==> src/rtl/updown_mod_counter_pkg.sv <==
// Shared encodings for the up/down modulo counter: count modes, direction and FSM states.
package counter_pkg;

    localparam logic [1:0] MODE_WRAP    = 2'b00;
    localparam logic [1:0] MODE_SAT     = 2'b01;
    localparam logic [1:0] MODE_ONESHOT = 2'b10;

    localparam logic DIR_UP   = 1'b1;
    localparam logic DIR_DOWN = 1'b0;

    typedef logic [0:0] state_t;
    localparam state_t ST_RUN     = 1'b0;
    localparam state_t ST_EXPIRED = 1'b1;

endpackage

==> src/rtl/updown_mod_counter_prescaler.sv <==
// Divides ENABLE by PRESCALE: TICK is high on every PRESCALE-th cycle with ENABLE=1.
module enable_prescaler #(
    parameter int PRESCALE = 4
) (
    input  logic CLOCK,
    input  logic RESET,
    input  logic CLEAR,
    input  logic ENABLE,
    output logic TICK
);

    localparam int CW = (PRESCALE > 1) ? $clog2(PRESCALE) : 1;
    localparam logic [CW-1:0] LAST = CW'(PRESCALE - 1);

    logic [CW-1:0] cnt_q;

    assign TICK = ENABLE && (cnt_q == LAST);

    always_ff @(posedge CLOCK) begin
        if (!RESET || CLEAR) begin
            cnt_q <= '0;
        end else if (ENABLE) begin
            cnt_q <= (cnt_q == LAST) ? '0 : cnt_q + CW'(1);
        end
    end

endmodule

==> src/rtl/updown_mod_counter.sv <==
// Parametrised up/down modulo counter with wrap/saturate/one-shot modes and a registered TC pulse.
// Optional ENABLE prescaler is built only when COUNTER_PRESCALE_EN is defined.
//
// state      | meaning
// ST_RUN     | normal counting
// ST_EXPIRED | one-shot reached its terminal value; COUNT frozen, DONE=1
module updown_mod_counter
    import counter_pkg::*;
#(
    parameter int WIDTH     = 8,
    parameter int MOD_MAX   = 255,
    parameter int RESET_VAL = 0,
    parameter int PRESCALE  = 4
) (
    input  logic             CLOCK,
    input  logic             RESET,
    input  logic             ENABLE,
    input  logic             LOAD,
    input  logic             UP_DOWN,
    input  logic [1:0]       MODE,
    input  logic [WIDTH-1:0] DATA,
    output logic [WIDTH-1:0] COUNT,
    output logic             TC,
    output logic             DONE
);

    localparam logic [WIDTH-1:0] MAX_V = WIDTH'(MOD_MAX);
    localparam logic [WIDTH-1:0] RST_V = WIDTH'(RESET_VAL);

    logic [WIDTH-1:0] count_q;
    logic             tc_q;
    state_t           state_q;
    logic             sat_fired_q;
    logic             dir_q;
    logic             step;

`ifdef COUNTER_PRESCALE_EN
    enable_prescaler #(
        .PRESCALE (PRESCALE)
    ) u_prescaler (
        .CLOCK  (CLOCK),
        .RESET  (RESET),
        .CLEAR  (LOAD),
        .ENABLE (ENABLE),
        .TICK   (step)
    );
`else
    assign step = ENABLE;
`endif

    logic [WIDTH-1:0] load_val;
    logic [WIDTH-1:0] term_val;
    logic [WIDTH-1:0] wrap_val;
    logic [WIDTH-1:0] next_val;
    logic             at_term;
    logic             sat_fired_eff;

    assign load_val = (DATA > MAX_V) ? MAX_V : DATA;
    assign term_val = (UP_DOWN == DIR_UP) ? MAX_V : '0;
    assign wrap_val = (UP_DOWN == DIR_UP) ? '0 : MAX_V;
    assign next_val = (UP_DOWN == DIR_UP) ? count_q + WIDTH'(1) : count_q - WIDTH'(1);
    assign at_term  = (count_q == term_val);
    // A direction change rearms the saturate TC even if COUNT has not moved.
    assign sat_fired_eff = sat_fired_q && (UP_DOWN == dir_q);

    always_ff @(posedge CLOCK) begin
        if (!RESET) begin
            count_q     <= RST_V;
            tc_q        <= 1'b0;
            state_q     <= ST_RUN;
            sat_fired_q <= 1'b0;
            dir_q       <= DIR_UP;
        end else begin
            tc_q        <= 1'b0;
            dir_q       <= UP_DOWN;
            sat_fired_q <= sat_fired_eff;
            if (LOAD) begin
                count_q     <= load_val;
                state_q     <= ST_RUN;
                sat_fired_q <= 1'b0;
            end else if (state_q == ST_EXPIRED) begin
                if (MODE != MODE_ONESHOT) begin
                    state_q <= ST_RUN;
                end
            end else if (step) begin
                if (!at_term) begin
                    count_q     <= next_val;
                    sat_fired_q <= 1'b0;
                end else begin
                    case (MODE)
                        MODE_SAT: begin
                            tc_q        <= !sat_fired_eff;
                            sat_fired_q <= 1'b1;
                        end
                        MODE_ONESHOT: begin
                            tc_q    <= 1'b1;
                            state_q <= ST_EXPIRED;
                        end
                        default: begin
                            count_q     <= wrap_val;
                            tc_q        <= 1'b1;
                            sat_fired_q <= 1'b0;
                        end
                    endcase
                end
            end
        end
    end

    assign COUNT = count_q;
    assign TC    = tc_q;
    assign DONE  = (state_q == ST_EXPIRED);

endmodule
==> config.mk <==
export PLATFORM = sky130hd
export DESIGN_NAME = updown_mod_counter
export DESIGN_NICKNAME = d
export VERILOG_FILES = /design/src/rtl/updown_mod_counter_pkg.sv /design/src/rtl/updown_mod_counter_prescaler.sv /design/src/rtl/updown_mod_counter.sv
export SDC_FILE = /design/constraint.sdc
export NUM_CORES = 1
export LEC_CHECK = 0
export ABC_AREA = 0
export CAP_MARGIN = 15
export CORE_AREA = 5 5 51 53
export CTS_CLUSTER_DIAMETER = 30
export CTS_CLUSTER_SIZE = 12
export DETAILED_ROUTE_END_ITERATION = 7
export DIE_AREA = 0 0 56 58
export GPL_TIMING_DRIVEN = 0
export HOLD_SLACK_MARGIN = 0.08
export PLACE_DENSITY = 0.77
export SLEW_MARGIN = 20
export SYNTH_ARGS = -nofsm -noshare
export SYNTH_HDL_FRONTEND = slang
export SYNTH_SLANG_ARGS = --single-unit
==> constraint.sdc <==
create_clock -name CLOCK -period 3.4 [get_ports CLOCK]
set_input_delay 0.68 -clock CLOCK [delete_from_list [all_inputs] [get_ports CLOCK]]
set_output_delay 0.68 -clock CLOCK [all_outputs]
set_load 0.1 [all_outputs]
Word level (Yosys, flattened, before mapping) --
Index checks and enable logic that the tools add are counted.
Storage, ports and cells: logic and storage cells 44, register bits after elaboration 12, input bits 15, output and inout bits 10
Cells by class: add/subtract/negate cells 2, $lt $le $gt $ge 1, bitwise operators 3, mux-type cells 19, reductions and logical operators 7, equal/unequal tests 7
Operators by type and width (number):
- $mux 8 | 9
- $mux 1 | 9
- $add 8x1->8 const B | 1
- $eq 8x8->1 | 1
- $gt 8x8->1 const B | 1
- $sub 8x1->8 const B | 1
- $reduce_or 5->1 | 1
- $ne 2x2->1 const B | 2
- $reduce_or 2->1 | 2
- $ne 3x3->1 const B | 1
- $not 1->1 | 3
- $reduce_and 3->1 | 1
- $eq 2x1->1 const B | 1
- $eq 2x2->1 const B | 1
- $pmux 1 s2 | 1
- $reduce_bool 2->1 | 1
- $eq 1x1->1 | 1
- $logic_and 1x1->1 | 1
- $logic_not 1->1 | 1

Longest topological paths before layout --
Gate-level depths: netlist of run 1.
depth in word-level cells 7, depth in mapped cells 8, mapped depth without buffers 7

Worst setup path before layout of run 1 --
OpenSTA, ideal clock, no wires.
path type input to register, start in UP_DOWN, end reg count_q[7] (netlist: COUNT[7]), arrival 2530 ps, stages 8, setup time 180 ps, data required time 3220 ps, path buffers 1, setup slack 690 ps, cells stage by stage buf_6 -> inv_1 -> ha_1 -> nand4_4 -> or3b_1 -> a2111o_1 -> a31oi_1 -> a311oi_1
On the way: cells in the longest elaborated chain, start to end 6, elaborated cells between the ends (all ways) 11, those cells by class 2 x eq/ne; 8 x mux; 1 x reduce/logical
RTL lines:
- start, declared | line updown_mod_counter.sv:19 | input logic UP_DOWN,
- $mux 8 (on tied branches) | line updown_mod_counter.sv:59, updown_mod_counter.sv:60
- $eq 8x8->1 / $mux 8 (equally long branches) | line updown_mod_counter.sv:62, updown_mod_counter.sv:90
- $mux 8 | line updown_mod_counter.sv:86 | if (!at_term) begin
- $mux 8 | line updown_mod_counter.sv:85 | end else if (step) begin
- $mux 8 | line updown_mod_counter.sv:81 | end else if (state_q == ST_EXPIRED) begin
- $mux 8 | line updown_mod_counter.sv:77 | if (LOAD) begin
- end signal, assigned | line updown_mod_counter.sv:78 | count_q <= load_val;
- end signal, assigned | line updown_mod_counter.sv:87 | count_q <= next_val;
- end signal, assigned | line updown_mod_counter.sv:100 | count_q <= wrap_val;
- end, declared | line updown_mod_counter.sv:30 | logic [WIDTH-1:0] count_q;
Parallel ways exist; a longest one is shown, timed or not. The select of a mux whose other input is x is not followed. A chain may end at the register's enable or synchronous reset.

Worst setup path in the final report of run 1 --
start reg count_q[0] (netlist: COUNT[0]), end out COUNT[0]
RTL lines:
- end, declared | line updown_mod_counter.sv:22 | output logic [WIDTH-1:0] COUNT,
No word-level cell between the ends.

==> results by group, run 1 <==
Yosys
  – Top cells by area, synth: dfxtp_1 25%, ha_1 10%, nor2_1 4.3%
  – Yosys top cell by area: dfxtp_1
  – Syn_area_per_cell: slightly below 9 sq um
  – FFs w/ async S/R, synth: 0
  – Synth top cells by count: 12 x dfxtp_1, 11 x nor2_1, 8 x ha_1, 8 x nand2_1, 7 x a21oi_1
  – Area share of the largest cell type after synthesis: 0.2477
  – Post-synth EDFFs: 0
  – Synthesized area: 969.7 sq um
  – Syn nets: ~140
  – Primary FF master, synth: dfxtp_1
  – Count leader, synth: dfxtp_1
  – Yosys warns: 0
  – FF+latch count, synth: 12
  – Synth Instances: between 100 and 150
  – Seq/Total Area, Yosys: 0.2477
  – Synth unique cells: 44

GRT
  – Vias in the first global route: 1046
  – Total track usage: 0.1766
  – Initial antenna violation count: 0
  – Gr ovfl total: 0
  – Largest net degree at the start of global routing: 11
  – First-pass GRT wire length: 4609 microns

Clocking
  – Clock buffer depth: 2
  – Setup Fix Bufs, Post-CTS: 0
  – CTS tree: yes
  – CTS Root Cell: clkbuf_4
  – Clk Latency, worst-skew pair: approximately 0.28 ns
  – Post-CTS resize count: 0
  – H-tree Lvls: 1
  – Cts hold-fix bufs: 0
  – Clk pin slew, worst setup/hold paths: about 0.09 ns
  – Clock tree sinks: 12
  – Number of buffers created by CTS: 3

Timing
  – Fin. Hold Viols: 0
  – Final count of negative-setup-slack endpoints: 0
  – Slew Limit Fails: 0
  – Unrepaired setup endpoints after global routing: no
  – Post-Route Skew: 0.003597 ns
  – Setup TNS: 0 ns
  – Minimum clock period: between 2 and 3 ns
  – Period utilization: 0.7752
  – Worst Tran Pin Value: 0.9702 ns
  – Slew headroom: 0.3511
  – Peak Freq: 379.4 MHz

Die
  – Die Height: 58 microns
  – Full die area: approximately 3200 sq um
  – Initial Util: 0.4605
  – Boundary pin count: 25
  – Rows: 17
  – Core area: ~2100 sq um
  – Chip width: around 56 microns

Critical path
  – CP cell instances: clkdlybuf4s50_1
  – CP max-delay cell: clkdlybuf4s50_1
  – Bufs and invs on worst path: 1
  – Largest delay contributor family on the critical path: buffers and inverters
  – Startpoint Class: register
  – Crit-path max FO: 7
  – Max incr delay on CP: about 1.2 ns
  – Critical path data required time: roughly 2.7 ns
  – R2R setup slack: around 1.3 ns
  – Critical Path Sink Type: output port
  – Critical path arrival: 1.96 ns
  – Crit Path Class: reg2out

Detailed routing
  – Initial DRC count: 36
  – ANT nets after route: 0
  – Wire length per cell: 16.41 microns
  – DRT Wirelength: ~2700 microns
  – DR vias: approximately 1000
  – Number of vias per cell: slightly above 6
  – Drt drc: 0
  – Drt first pass iters: 4

Power and ir drop
  – VDD IR-drop max: ~0.28 mV
  – Pwr Total: around 510 uW
  – Pwr dens: 403.7 nW/um^2
  – Static Leakage: 0.4888 nW

Finish
  – Nets: approximately 160
  – P&R area growth vs syn: 31.10%
  – Ant diodes: 0
  – Share of cells above drive strength 1: 0.07194

Place
  – Port bufs: 23
  – Final Wtd Congestion: 0.8449
  – DP HPWL: a little over 2000 microns

Run
  – MaxCap Viol Count: 0

Status
  – Outcome: completed

Worst hold path
  – Hold/Removal Path Class: reg2reg
-- metrics by stage --
step / area (sq um) / hold WS [ns] / setup slack, ns / instances / util
2_1_floorplan: 969.7 / 0.5552 / 0.6895 / 112 / -
3_3_place_gp: 1235 / 0.4794 / 0.5733 / 163 / 0.5865
3_5_place_dp: 1235 / 0.4877 / 0.5209 / 163 / 0.5865
4_1_cts: 1271 / 0.5010 / 0.7293 / 167 / 0.6037
5_1_grt: 1271 / 0.5458 / 0.6977 / 167 / 0.6037
6_report: 1271 / 0.4967 / 0.7643 / 167 / 0.6037
-- power by group --
group | leakage (nW) | switching [mW] | internal, mW
clock network | 0.0210 | 0.0559 | 0.0652
registers | 0.0992 | 0.0104 | 0.151
logic | 0.369 | 0.150 | 0.0815
total | 0.489 | 0.216 | 0.297
-- worst min-delay path, stage by stage (launching register included) --
cell and delay, ns:
dfxtp_1 0.33, nand2_1 0.06, o22ai_1 0.06
-- layout make-up --
type                            instances  area (sq um)
Fill cell                             188         834.6
Multi-Input combinational cell         92         691.9
Sequential cell                        12         240.2
Timing Repair Buffer                   23         230.2
Clock buffer                            4         36.28
Tap cell                               28         35.03
Buffer                                  3         18.77
Inverter                                5         18.77
-- metal layers --
layer / GRT usage / part of all wire / up-vias
met5: 0 / 0 / -
met4: 0.07458 / 0.019 / 0
met3: 0.03786 / 0.062 / 10
met2: 0.3272 / 0.52 / 36
met1: 0.1941 / 0.40 / 504
li1: - / - / 486
-- state kept, by name (all words and copies together) (netlist names) --
register	cells
COUNT	8
DONE	1
TC	1
dir_q	1
sat_fired_q	1
-- cells in the final DEF (no fill, tap or decap), types with 3 or more instances in the layout --
cell,n
dfxtp_1,12
nand3_1,3
clkbuf_4,3
o221ai_1,3
xnor2_1,4
a211o_1,3
a21oi_1,7
nor2_1,11
ha_1,8
inv_1,5
o21ai_0,6
nand2_1,8
clkdlybuf4s50_1,23
-- worst paths after layout --
check / from / cells past startpoint / to
worst max register to register: COUNT[4] / 6 / COUNT[7]
worst min-delay path: COUNT[6] / 2 / COUNT[6]
worst min register to register: COUNT[6] / 2 / COUNT[6]
worst max-delay path: COUNT[0] / 1 / COUNT[0]
-- cell families (layout without fill, tap and decap cells) --
family                     after synthesis  after routing  share of synthesized area
xor gates and xnor gates                 5              5                    0.04516
DFF                                     12             12                     0.2477
AOI/OAI and AO/OA                       41             41                     0.3316
adders and majority gates                9              9                     0.1239
buffers and inverters                    8             35                    0.03871
and+or+nand+nor                         37             37                     0.2129
No activity file was read; power rests on OpenSTA's default activity.
==> run 2, diff against run 1 <==
--- a/config.mk
+++ b/config.mk
@@ -7,14 +7,14 @@
 export LEC_CHECK = 0
 export ABC_AREA = 0
 export CAP_MARGIN = 15
-export CORE_AREA = 5 5 51 53
+export CORE_AREA = 5 5 54 56
 export CTS_CLUSTER_DIAMETER = 30
 export CTS_CLUSTER_SIZE = 12
 export DETAILED_ROUTE_END_ITERATION = 7
-export DIE_AREA = 0 0 56 58
+export DIE_AREA = 0 0 59 61
 export GPL_TIMING_DRIVEN = 0
 export HOLD_SLACK_MARGIN = 0.08
-export PLACE_DENSITY = 0.77
+export PLACE_DENSITY = 0.72
 export SLEW_MARGIN = 20
 export SYNTH_ARGS = -nofsm -noshare
 export SYNTH_HDL_FRONTEND = slang
==> constraint.sdc (replaced) <==
create_clock -name CLOCK -period 2.35 [get_ports CLOCK]
set_input_delay 0.47 -clock CLOCK [delete_from_list [all_inputs] [get_ports CLOCK]]
set_output_delay 0.47 -clock CLOCK [all_outputs]
set_load 0.1 [all_outputs]
==> results by group, run 2 (same netlist as run 1, synthesis figures left out) <==
Status
  – Outcome: completed

Finish
  – Fillers: 239 (+27%)
  – Ant diodes: 0 (unchanged)
  – Sequential cell area: 249.0 sq um (+3.6%)
  – Post-layout instance area: 1328 sq um (+4.4%)
  – Most common cell after layout, fill and taps aside: clkdlybuf4s50_1
  – Share of cells above drive strength 1: 0.1786 (+0.1066)
  – Most frequent cells in the layout: 21 x clkdlybuf4s50_1, 11 x nor2_1, 8 x nand2_1
  – Nets: 166 (+1.2%)
  – P&R area growth vs syn: 36.90%
  – Max FFs per register: 8 (unchanged)
  – Area of the multi-input gates: 726.9 sq um (+5.1%)
  – Cell Count, Final, Fillers Out: 170 (+1.8%)

GRT
  – Gr ovfl total: 0 (unchanged)
  – Largest net degree at the start of global routing: 11 (unchanged)
  – Vias in the first global route: 913 (-13%)
  – First-pass GRT wire length: 4036 microns (-12%)
  – Total track usage: 0.1481 (-0.02847)
  – Initial antenna violation count: 0 (unchanged)

Timing
  – Worst Tran Pin Value: 0.9687 ns (-0.001513 ns)
  – Peak Freq: about 430 MHz
  – Fin. Hold Viols: 0 (unchanged)
  – Post-Route Skew: 0.01332 ns (+0.009720 ns)
  – Slew Limit Fails: 0 (unchanged)
  – Worst hold slack: 0.4864 ns (-0.01035 ns)
  – Minimum clock period: 2.348 ns
  – Unrepaired setup endpoints after global routing: yes
  – Period utilization: 0.9990
  – Slew headroom: 0.3522 (+0.001011)
  – Final count of negative-setup-slack endpoints: 0 (unchanged)
  – Setup WS post-layout: 0.002439 ns (-0.7619 ns)

Power and ir drop
  – Static Leakage: 0.5095 nW (+4.2%)
  – Pwr dens: 537.1 nW/um^2 (+33%)
  – VDD IR-drop max: 0.3456 mV (+23%)

Place
  – DP HPWL: 1944 microns (-5.9%)
  – Port bufs: 23 (unchanged)
  – DP Cell Count: 165 (+1.2%)
  – Placed cell area: 1249 sq um (+1.1%)
  – Final Wtd Congestion: 0.8183 (-3.1%)
  – Post-place setup slack: -0.2892 ns (-0.8101 ns)

Detailed routing
  – Drt drc: 0 (unchanged)
  – ANT nets after route: 0 (unchanged)
  – Drt first pass iters: 4 (unchanged)
  – DRT Wirelength: 2616 microns (-4.6%)
  – Wire length per cell: 15.39 microns (-6.2%)
  – Initial DRC count: 39 (+8.3%)
  – DR vias: 987 (-4.7%)
  – Number of vias per cell: 5.806 (-6.4%)

Clocking
  – Clock buffer depth: 2 (unchanged)
  – Clock tree sinks: 12 (unchanged)
  – CTS tree: yes
  – Number of buffers created by CTS: 3 (unchanged)
  – Clk pin slew, worst setup/hold paths: 0.08 ns (about the same)
  – CTS Root Cell: clkbuf_4
  – Cts hold-fix bufs: 0 (unchanged)
  – H-tree Lvls: 1 (unchanged)
  – Clk Latency, worst-skew pair: 0.28 ns (about the same)

Critical path
  – Critical path arrival: 2.51 ns (+0.55 ns)
  – Crit-path max FO: 10 (+3)
  – Startpoint Class: primary input
  – Crit Path Class: in2reg
  – Critical Path Sink Type: register
  – Critical path data required time: 2.51 ns (-0.21 ns)

Die
  – Full die area: 3599 sq um (+11%)
  – Die Height: 61 microns (+5.2%)
  – Chip width: 59 microns (+5.4%)
  – Initial Util: 0.4062 (-0.05430)
  – Boundary pin count: 25 (unchanged)
  – Core area: 2387 sq um (+13%)
  – Rows: 18 (+1)

Worst hold path
  – Hold/Removal Path Class: reg2reg

Run
  – MaxCap Viol Count: 0 (unchanged)
run 2: cell count changes in the layout (fill, tap and decap cells not counted), moves of 2 or more:
cell and change:
dfxtp_1 -7, clkdlybuf4s50_1 -2, buf_4 +2, ha_4 +2, dlymetal6s2s_1 +2, ha_2 +3, dfxtp_2 +7, ha_1 -5
run 2: metrics by stage:
stage	TNS (ns)	power, mW	utilization
after CTS	0	0.7002	0.5325
after floorplan	-0.1256	0.4883	-
after global placement	-0.6278	0.5649	0.5231
after global routing	-0.03963	0.7560	0.5561
final	0	0.7130	0.5561
after detailed placement	-0.8027	0.5701	0.5231
run 2: critical path, cell delays in order:
cell        delay (ns)
buf_6             0.13
clkinvlp_4        0.19
buf_4             0.20
ha_1              0.29
a211o_1           0.16
or3b_4            0.39
a2111o_1          0.42
a31oi_1           0.18
a311oi_1          0.07
run 2: final cells by class:
| class | instances | share of cell area |
|---|---|---|
| multi-input cells | 92 | 0.5476 |
| inverters | 5 | 0.01697 |
| repair buffers | 25 | 0.1885 |
| clock buffers | 3 | 0.01697 |
| flip-flops and latches | 12 | 0.1876 |
| plain buffers | 3 | 0.01414 |
| well taps | 30 | 0.02828 |
run 2: what timing repair did:
item | 4_1_cts | 5_1_grt
gates resized for setup | 0 | 10
setup endpoints to repair | 0 | 3
setup buffers | 0 | 2
run 2: metal layers:
layer  track usage  wire length, microns  vias up
met5             0                     0        -
met4       0.04854                    29        0
met3       0.05532                   208        6
met2        0.2492                  1293       33
met1        0.1743                  1085      460
li1              -                     -      488
run 2: path summary, 6_finish.rpt:
path / from / slack (ns) / cells after the start / end
hold / removal: COUNT[6] / 0.49 / 2 / COUNT[6]
hold reg to reg: COUNT[6] / 0.49 / 2 / COUNT[6]
setup / recovery: UP_DOWN / 0.002 / 9 / COUNT[7]
setup reg to reg: COUNT[5] / 0.28 / 6 / COUNT[7]
run 2: where the power goes:
| part | leakage, nW | internal, mW | switching [mW] | total (mW) |
|---|---|---|---|---|
| sequential | 0.101 | 0.221 | 0.0173 | 0.238 |
| combinational | 0.395 | 0.131 | 0.217 | 0.348 |
| clock | 0.0138 | 0.0594 | 0.0678 | 0.127 |
==> run 3, diff against run 2 <==
--- a/config.mk
+++ b/config.mk
@@ -7,11 +7,11 @@
 export LEC_CHECK = 0
 export ABC_AREA = 0
 export CAP_MARGIN = 15
-export CORE_AREA = 5 5 54 56
+export CORE_AREA = 2 2 51 53
 export CTS_CLUSTER_DIAMETER = 30
 export CTS_CLUSTER_SIZE = 12
 export DETAILED_ROUTE_END_ITERATION = 7
-export DIE_AREA = 0 0 59 61
+export DIE_AREA = 0 0 53 55
 export GPL_TIMING_DRIVEN = 0
 export HOLD_SLACK_MARGIN = 0.08
 export PLACE_DENSITY = 0.72
==> constraint.sdc (replaced) <==
create_clock -name CLOCK -period 2 [get_ports CLOCK]
set_input_delay 0.4 -clock CLOCK [delete_from_list [all_inputs] [get_ports CLOCK]]
set_output_delay 0.4 -clock CLOCK [all_outputs]
set_load 0.1 [all_outputs]
==> results by group, run 3 (same netlist as run 1, synthesis figures left out) <==
Die
  – Rows: 18 (unchanged)
  – Initial Util: 0.4101 (+0.003868)
  – Core area: 2365 sq um (-0.94%)
  – Chip width: 53 microns (-10%)
  – Die Height: 55 microns (-9.8%)
  – Boundary pin count: 25 (unchanged)
  – Full die area: 2915 sq um (-19%)

Clocking
  – Cts hold-fix bufs: 0 (unchanged)
  – CTS tree: yes
  – CTS Root Cell: clkbuf_4
  – Clk pin slew, worst setup/hold paths: 0.09 ns (about the same)
  – Number of buffers created by CTS: 3 (unchanged)
  – Clock buffer depth: 2 (unchanged)
  – Clock tree sinks: 12 (unchanged)
  – Clk Latency, worst-skew pair: 0.28 ns (about the same)
  – H-tree Lvls: 1 (unchanged)

Finish
  – Area of the multi-input gates: 799.5 sq um (+10%)
  – Share of cells above drive strength 1: 0.2933 (+0.1148)
  – Nets: 175 (+5.4%)
  – Sequential cell area: 250.2 sq um (+0.50%)
  – Most common cell after layout, fill and taps aside: clkdlybuf4s50_1
  – Fillers: 212 (-11%)
  – Most frequent cells in the layout: 13 x clkdlybuf4s50_1, 11 x nor2_1, 10 x dlygate4sd2_1
  – Post-layout util: 0.6280 (+0.07196)
  – P&R area growth vs syn: 53.16%
  – Max FFs per register: 8 (unchanged)
  – Ant diodes: 0 (unchanged)

Worst hold path
  – Hold/Removal Path Class: reg2reg

Detailed routing
  – Initial DRC count: 41 (+5.1%)
  – Met1 wire length: 1191 microns (+9.8%)
  – Metal2 WL: 1486 microns (+15%)
  – ANT nets after route: 0 (unchanged)
  – Met3 wire len: 252 microns (+21%)
  – Number of vias per cell: 6.028 (+3.8%)
  – DR vias: 1085 (+9.9%)
  – Top sig layer: met4
  – Drt drc: 0 (unchanged)
  – Drt first pass iters: 4 (unchanged)
  – Wire length per cell: 16.58 microns (+7.8%)
  – DRT Wirelength: 2985 microns (+14%)

Critical path
  – Crit Path Class: in2reg
  – Startpoint Class: primary input
  – Critical Path Sink Type: register
  – Critical path data required time: 2.17 ns (-0.34 ns)
  – Crit-path max FO: 7 (-3)
  – Critical path arrival: 2.33 ns (-0.18 ns)

Run
  – MaxCap Viol Count: 0 (unchanged)

Power and ir drop
  – Static Leakage: 0.5791 nW (+14%)
  – Gate power share: 0.480 (-0.008)
  – Clock power share: 0.223 (+0.045)
  – Pint: 547.8 uW (+33%)
  – VDD IR-drop max: 0.3851 mV (+11%)
  – Sw Pwr: 398.0 uW (+32%)
  – Pwr dens: 636.8 nW/um^2 (+19%)
  – Pwr Total: 945.8 uW (+33%)
  – Seq pwr share: 0.298 (-0.036)
  – Sw Share: 0.4208 (-0.003215)

Status
  – Failing checks: negative setup slack
  – Outcome: finished, violations left

Place
  – Port bufs: 23 (unchanged)
  – DP HPWL: 1826 microns (-6.1%)
  – Post-place setup slack: -0.5552 ns (-0.2660 ns)
  – Final Wtd Congestion: 0.7835 (-4.3%)

GRT
  – Total track usage: 0.2016 (+0.05352)
  – Vias in the first global route: 954 (+4.5%)
  – Largest net degree at the start of global routing: 11 (unchanged)
  – Initial antenna violation count: 0 (unchanged)
  – Gr ovfl total: 0 (unchanged)
  – First-pass GRT wire length: 4271 microns (+5.8%)

Timing
  – Peak Freq: 464.0 MHz
  – Fin. Hold Viols: 0 (unchanged)
  – Minimum clock period: 2.155 ns
  – Setup WS post-layout: -0.1553 ns (-0.1577 ns)
  – Worst hold slack: 0.4892 ns (+0.002855 ns)
  – Period utilization: 1.078
  – Worst Tran Pin Value: 0.9566 ns (-0.01211 ns)
  – Unrepaired setup endpoints after global routing: yes
  – Setup TNS: -0.2790 ns (-0.2790 ns)
  – Slew Limit Fails: 0 (unchanged)
  – Post-Route Skew: 0.0008667 ns (-0.01245 ns)
  – Slew headroom: 0.3648 (+0.01263)
  – Final count of negative-setup-slack endpoints: 4 (+4)
-- run 3: cell types whose count changed in the layout (fill, tap and decap cells not counted), sizes merged --
cell | before | now
dlygate4sd2 | 0 | 10
dlymetal6s2s | 2 | 0
buf | 3 | 12
clkbuf | 5 | 6
clkdlybuf4s50 | 21 | 13
-- run 3: final timing paths --
check	start	to	slack, ns	cells after the start
max reg2reg	COUNT[5]	COUNT[7]	-0.05	6
min reg2reg	COUNT[5]	COUNT[5]	0.49	2
min	COUNT[5]	COUNT[5]	0.49	2
max	UP_DOWN	COUNT[7]	-0.16	9
-- run 3: layout make-up --
cell class                 instances  share of cell area
tap                               30             0.02527
multi-input combinational         92              0.5383
sequential                        12              0.1685
timing repair buffer              34              0.2098
buffer                             3             0.01853
inverter                           5             0.01516
clock buffer                       4             0.02443
-- run 3: layer usage --
layer / up-vias / track usage
li1: 515 / -
met1: 505 / 0.2402
met2: 55 / 0.3750
met3: 10 / 0.02688
met4: 0 / 0.06410
met5: - / 0
-- run 3: worst max-delay path, stage by stage --
cell        delay (ns)
buf_12            0.09
clkinvlp_4        0.17
buf_6             0.17
ha_4              0.29
nand4_4           0.14
or3b_4            0.44
a2111o_1          0.38
a31oi_1           0.17
a311oi_1          0.06
-- run 3: per-stage QoR --
| step | area (sq um) | cells |
|---|---|---|
| after floorplan | 982.2 | 112 |
| after global placement | 1250 | 165 |
| after detailed placement | 1250 | 165 |
| after CTS | 1371 | 175 |
| after global routing | 1485 | 180 |
| final | 1485 | 180 |
-- run 3: repair_timing --
item,in CTS,in global routing
pin swaps,6,12
setup endpoints to repair,17,8
setup buffers,6,5
gates resized for setup,21,12
-- run 3: power groups by stage --
stage               sequential, mW  clock (mW)  combinational, mW
finish                       0.282       0.211              0.454
global route                 0.284       0.214              0.477
CTS                          0.278       0.206              0.403
detailed placement           0.282           0              0.387
global placement             0.282           0              0.380
floorplan                    0.395           0              0.179
